## config.mk

```make
export PLATFORM = sky130hd
export DESIGN_NAME = seq_addsub_digit_flat
export DESIGN_NICKNAME = d
export VERILOG_FILES = /design/src/rtl/seq_addsub_digit_if.sv /design/src/rtl/seq_addsub_digit.sv /design/src/flat_wrapper.sv
export SDC_FILE = /design/constraint.sdc
export NUM_CORES = 1
export LEC_CHECK = 0
export ABC_AREA = 1
export CAP_MARGIN = 10
export CORE_MARGIN = 3
export CORE_UTILIZATION = 56
export CTS_CLUSTER_DIAMETER = 80
export CTS_CLUSTER_SIZE = 30
export DETAILED_ROUTE_END_ITERATION = 8
export HOLD_SLACK_MARGIN = 0.08
export PLACE_DENSITY = 0.81
export SETUP_SLACK_MARGIN = 0.02
export SKIP_LAST_GASP = 1
export SLEW_MARGIN = 10
export SYNTH_ARGS = -nofsm -noshare
export SYNTH_HDL_FRONTEND = slang
export SYNTH_SLANG_ARGS = --single-unit
```

## constraint.sdc

```tcl
create_clock -name clk -period 7.36 [get_ports clk]
set_clock_uncertainty 0.1 [all_clocks]
set_input_delay 1.104 -clock clk [delete_from_list [all_inputs] [get_ports clk]]
set_output_delay 1.104 -clock clk [all_outputs]
set_load 0.02 [all_outputs]
```

## src/rtl/seq_addsub_digit_if.sv

```systemverilog
// Start/done handshake bundle for the digit-serial adder/subtractor.
// The master drives the operation request; the slave returns status and result.
interface seq_addsub_digit_if #(
  parameter int WIDTH = 32
);
  logic             start;
  logic             sub;
  logic [WIDTH-1:0] a;
  logic [WIDTH-1:0] b;
  logic             busy;
  logic             done;
  logic [WIDTH-1:0] sum;
  logic             cout;
  logic             overflow;

  modport master (
    output start, sub, a, b,
    input  busy, done, sum, cout, overflow
  );

  modport slave (
    input  start, sub, a, b,
    output busy, done, sum, cout, overflow
  );
endinterface

```

## src/rtl/seq_addsub_digit.sv

```systemverilog
// Digit-serial adder/subtractor: one DIGIT-bit ripple slice per clock with a
// registered carry, start/done handshake, carry-out and signed overflow.
module seq_addsub_digit #(
  parameter int WIDTH = 32,
  parameter int DIGIT = 4
) (
  input logic                clk,
  input logic                rst_n,
  seq_addsub_digit_if.slave  bus
);

  localparam int N     = WIDTH / DIGIT;
  localparam int CNT_W = (N > 1) ? $clog2(N) : 1;
  localparam logic [CNT_W-1:0] LAST_CNT = CNT_W'(N - 1);

  localparam logic [1:0] S_IDLE = 2'd0;
  localparam logic [1:0] S_RUN  = 2'd1;
  localparam logic [1:0] S_DONE = 2'd2;

  logic [1:0]       r_state;
  logic [1:0]       w_state_next;
  logic [WIDTH-1:0] r_op_a;
  logic [WIDTH-1:0] r_op_b;
  logic             r_carry;
  logic [CNT_W-1:0] r_count;
  logic             r_a_msb;
  logic             r_b_msb;
  logic [WIDTH-1:0] r_sum;
  logic             r_cout;
  logic             r_ovf;

  logic [WIDTH-1:0] w_beff;
  logic [DIGIT-1:0] w_s;
  logic             w_c;
  logic [WIDTH-1:0] w_part_next;
  logic             w_accept;
  logic             w_last;

  // Subtraction is a + ~b + 1: invert B here and seed the carry with sub.
  assign w_beff   = bus.b ^ {WIDTH{bus.sub}};
  assign w_accept = bus.start && ((r_state == S_IDLE) || (r_state == S_DONE));
  assign w_last   = (r_state == S_RUN) && (r_count == LAST_CNT);

  // Ripple-carry slice over the low DIGIT bits of the operand shifters.
  always_comb begin : ripple
    logic v_c;
    // NOTE: combinational blocks use blocking '=' and assign every output a
    // default first, so the carry chain evaluates in order and no latch forms.
    v_c = r_carry;
    w_s = '0;
    for (int i = 0; i < DIGIT; i++) begin
      w_s[i] = r_op_a[i] ^ r_op_b[i] ^ v_c;
      v_c    = (r_op_a[i] & r_op_b[i]) | (v_c & (r_op_a[i] ^ r_op_b[i]));
    end
    w_c = v_c;
  end

  // Partial result: new digit enters at the top, older digits move down.
  generate
    if (DIGIT == WIDTH) begin : g_single
      assign w_part_next = w_s;
    end else begin : g_multi
      logic [WIDTH-DIGIT-1:0] r_part;

      assign w_part_next = {w_s, r_part};

      always_ff @(posedge clk) begin
        if (!rst_n) begin
          r_part <= '0;
        end else if (r_state == S_RUN) begin
          r_part <= w_part_next[WIDTH-1:DIGIT];
        end
      end
    end
  endgenerate

  always_comb begin
    w_state_next = r_state;
    case (r_state)
      S_IDLE:  if (bus.start) w_state_next = S_RUN;
      S_RUN:   if (w_last)    w_state_next = S_DONE;
      S_DONE:  w_state_next = bus.start ? S_RUN : S_IDLE;
      default: w_state_next = S_IDLE;
    endcase
  end

  always_ff @(posedge clk) begin
    // NOTE: registers use non-blocking '<=' and every register, datapath
    // included, is cleared by the synchronous reset so an abort leaves no stale state.
    if (!rst_n) begin
      r_state <= S_IDLE;
      r_op_a  <= '0;
      r_op_b  <= '0;
      r_carry <= 1'b0;
      r_count <= '0;
      r_a_msb <= 1'b0;
      r_b_msb <= 1'b0;
      r_sum   <= '0;
      r_cout  <= 1'b0;
      r_ovf   <= 1'b0;
    end else begin
      r_state <= w_state_next;
      if (w_accept) begin
        r_op_a  <= bus.a;
        r_op_b  <= w_beff;
        r_carry <= bus.sub;
        r_count <= '0;
        r_a_msb <= bus.a[WIDTH-1];
        r_b_msb <= w_beff[WIDTH-1];
      end else if (r_state == S_RUN) begin
        r_op_a  <= r_op_a >> DIGIT;
        r_op_b  <= r_op_b >> DIGIT;
        r_carry <= w_c;
        r_count <= r_count + CNT_W'(1);
        // Results update only on the last slice so they hold steady during RUN.
        if (w_last) begin
          r_sum  <= w_part_next;
          r_cout <= w_c;
          r_ovf  <= (r_a_msb == r_b_msb) && (w_part_next[WIDTH-1] != r_a_msb);
        end
      end
    end
  end

  assign bus.busy     = (r_state == S_RUN);
  assign bus.done     = (r_state == S_DONE);
  assign bus.sum      = r_sum;
  assign bus.cout     = r_cout;
  assign bus.overflow = r_ovf;

endmodule
```

## src/flat_wrapper.sv

```systemverilog
// flat-port wrapper written by rule: the top's interface ports become plain ports
module seq_addsub_digit_flat 
#(
  parameter int WIDTH = 32,
  parameter int DIGIT = 4
)
  (clk, rst_n, bus_start, bus_sub, bus_a, bus_b, bus_busy, bus_done, bus_sum, bus_cout, bus_overflow);
  seq_addsub_digit_if #(.WIDTH(WIDTH)) bus_i ();
  input logic clk;
  input logic rst_n;
  input wire logic [$bits(bus_i.start)-1:0] bus_start;
  input wire logic [$bits(bus_i.sub)-1:0] bus_sub;
  input wire logic [$bits(bus_i.a)-1:0] bus_a;
  input wire logic [$bits(bus_i.b)-1:0] bus_b;
  output wire logic [$bits(bus_i.busy)-1:0] bus_busy;
  output wire logic [$bits(bus_i.done)-1:0] bus_done;
  output wire logic [$bits(bus_i.sum)-1:0] bus_sum;
  output wire logic [$bits(bus_i.cout)-1:0] bus_cout;
  output wire logic [$bits(bus_i.overflow)-1:0] bus_overflow;
  assign bus_i.start = bus_start;
  assign bus_i.sub = bus_sub;
  assign bus_i.a = bus_a;
  assign bus_i.b = bus_b;
  assign bus_busy = bus_i.busy;
  assign bus_done = bus_i.done;
  assign bus_sum = bus_i.sum;
  assign bus_cout = bus_i.cout;
  assign bus_overflow = bus_i.overflow;
  seq_addsub_digit #(.WIDTH(WIDTH), .DIGIT(DIGIT)) u_core (.clk(clk), .rst_n(rst_n), .bus(bus_i));
endmodule
```

==> impl_metrics.json <==
{
  "status": "complete, no violations",
  "grt_pass1_wl_um": 22500,
  "synth_top_area_share_pct": 46.1,
  "floorplan.initialDensity_pct": 58.4,
  "irDropWorstVdd_mv": 0.168,
  "dominant_cells_by_area_after_synthesis": "dfxtp_1 46%, nand2_1 13%, nand3_1 6.6%",
  "cap_violations": 0,
  "layout_worst_path_cycle_share_pct": 45.2,
  "post_cts_resize_count": 0,
  "wirelength_um": 13500,
  "post_synth_mux_area_share_pct": 0,
  "core-area_um2": 9950,
  "utilization_pct": 74.4,
  "synth_simple_gate_area_share_pct": 26.7,
  "die_height_um": 108,
  "antenna-diode-count": 0,
  "grt_setup_unrepaired": "false",
  "globalRoute.totalOverflow": 0,
  "timing.fmax_mhz": 301,
  "cp_num_buf_inv": 2,
  "first_global_vias": 5069,
  "synth_xor_xnor_area_share_pct": 3.76,
  "final_layout_size_suffix_gt1_share_pct": 5.00,
  "clkSinkCount": 134,
  "syn_to_layout_area_delta_pct": 27.2,
  "synth_sequential_area_ratio_pct": 46.1,
  "cts_hold_repair.buffers": 0,
  "clk_root_buffer_cell": "clkbuf_8",
  "setup_viol": 0,
  "synthDistinctLibCells": 24,
  "synth_adder_area_share_pct": 1.81,
  "critical_path.max_fanout": 13,
  "cts_tree": "yes",
  "finalMaxSlewViolations": 0,
  "power.density_nw_per_um2": 261,
  "yosys_warning_count": 0,
  "setup_ws_ns": 4.04,
  "hpwl_um": 8300,
  "slew_headroom_pct": 28.1,
  "cts.htree.levels": 4,
  "layout.nets": 961,
  "detail_route.vias_per_cell": 5.24,
  "synth_top_family_by_area": "simple AND/OR/NAND/NOR gates",
  "maximum_number_of_pins_on_one_net_before_global_route_repair": 96,
  "drt-initial-drc-count": 534,
  "clock_path_buffers": 2,
  "hold_viol_final": 0,
  "total_number_of_vias": 5411,
  "gpl.final_weighted_congestion": 0.832,
  "global_route.usage.total_pct": 23.9,
  "ant_nets_after_route": 0,
  "max_stage_delay_ns": 0.64,
  "cpMaxStageDelayCell": "dfxtp_1",
  "synth_largest_area_cell": "dfxtp_1",
  "rows": 36,
  "post-cts-setup-buffer-count": 0,
  "synth.ff_latch_count": 134,
  "design.die.area_um2": 11600,
  "post-route-drc-count": 0,
  "area_of_the_multi_input_gates_um2": 2580,
  "pin_count": 104,
  "clkSlewWorstSetupHoldPaths_ns": 0.06,
  "end_kind": "output port",
  "critical_path_arrival_ns": 2.12,
  "total_leakage_power_nw": 3.24,
  "io_buffers": 103,
  "chip_width_um": 108,
  "placedInstanceArea_um2": 6800,
  "routedWlPerCell_um": 13.1,
  "worstPathCellList": "inv_2, nor2_4, clkdlybuf4s50_1",
  "ff_latch_area_um2": 2680,
  "syn_inst": 813,
  "cts_inserted_buffers": 17,
  "min-delay-path-class": "flop to flop",
  "clk_latency_worst_skew_pair_ns": 0.52,
  "synth_compound_area_share_pct": 12.1,
  "layout.cells.most_common": "nand2_1",
  "syn_area_per_cell_um2": 7.16,
  "worst-setup-path-type": "flop to output port",
  "num-fill-cells": 756,
  "antenna_found_initial": 0,
  "fin_setup_tns_ns": 0,
  "synth_area_um2": 5820,
  "worst_path_dominant_cell_family": "buffers and inverters",
  "postLayoutCellArea_um2": 7400,
  "layout_min_cycle_time_ns": 3.32,
  "worst_pin_slew_ns": 1.08,
  "whs_ns": 0.357,
  "pre_cts_slack_ns": 3.56,
  "detailedRoute.firstPassIterationCount": 6,
  "crit_path_start_kind": "flop",
  "layout_common_cells": "196 x nand2_1, 134 x dfxtp_1, 102 x clkdlybuf4s50_1",
  "crit_required_ns": 6.16,
  "syn_nets": 887
}
[state kept, by name, indices dropped and copies added (netlist names)]
name and count:
u_core.g_multi.r_part 28, u_core.bus.sum 32, u_core.r_a_msb 1, u_core.bus.overflow 1, u_core.r_count 3, u_core.r_state 2, u_core.r_carry 1, u_core.bus.cout 1
u_core.r_op_a 32, u_core.r_b_msb 1, u_core.r_op_b 32
[synthesized netlist by cell type (all sizes together)]
master / instances
o31ai: 1
nand2: 198
dfxtp: 134
inv: 76
fa: 4
nor3: 10
o211a: 3
nand3b: 1
ha: 2
buf: 43
clkbuf: 12
nor2: 95
o21ai: 76
xnor2: 3
a211oi: 2
nand3: 77
a21oi: 54
xor2: 22
[layout make-up]
class                   count  share of cell area, %
flip-flops and latches    134                   36.2
multi-input cells         548                   34.9
repair buffers            110                   14.6
clock buffers              18                   5.64
inverters                  76                   3.85
clock inverters            14                   2.54
well taps                 133                   2.25
[kinds of logic after synthesis]
group | count (synthesis)
AOI/OAI and AO/OA | 136
xor gates and xnor gates | 25
adders and majority gates | 6
buffers and inverters | 131
DFF | 134
and+or+nand+nor | 381
[where the power goes]
part | switching [mW] | internal [mW]
Clock | 0.337 | 0.526
Sequential | 0.0332 | 0.782
Combinational | 0.150 | 0.101
Total | 0.521 | 1.41
[metal layers]
metal	vias to the layer above	track usage (%)	routed length, um
li1	2723	-	-
met5	-	0	0
met1	2487	31.2	5850
met3	15	5.79	822
met4	0	7.66	171
met2	186	39.1	6640
[metrics by stage]
stage | power [mW] | cells
after floorplan | 0.999 | 813
after global placement | 1.07 | 1001
after detailed placement | 1.08 | 1001
after CTS | 1.93 | 1033
after global routing | 2.01 | 1033
final | 1.93 | 1033
[worst reg2reg max path, delay by kind of cell, from the launching register on]
kind	cells	cell delay (ns)
buf+inv	2	0.80
flops	1	0.64
compound gates	1	0.42
simple gates	3	0.93
[final timing paths]
kind,startpoint,end,slack [ns],cells after the start
max,u_core.r_state[0],bus_busy,4.04,3
min,u_core.bus.sum[15],u_core.bus.sum[15],0.36,2
max reg2reg,u_core.r_state[0],u_core.r_op_a[11],4.35,6
min reg2reg,u_core.bus.sum[15],u_core.bus.sum[15],0.36,2
(Power assumes the default switching activity.)
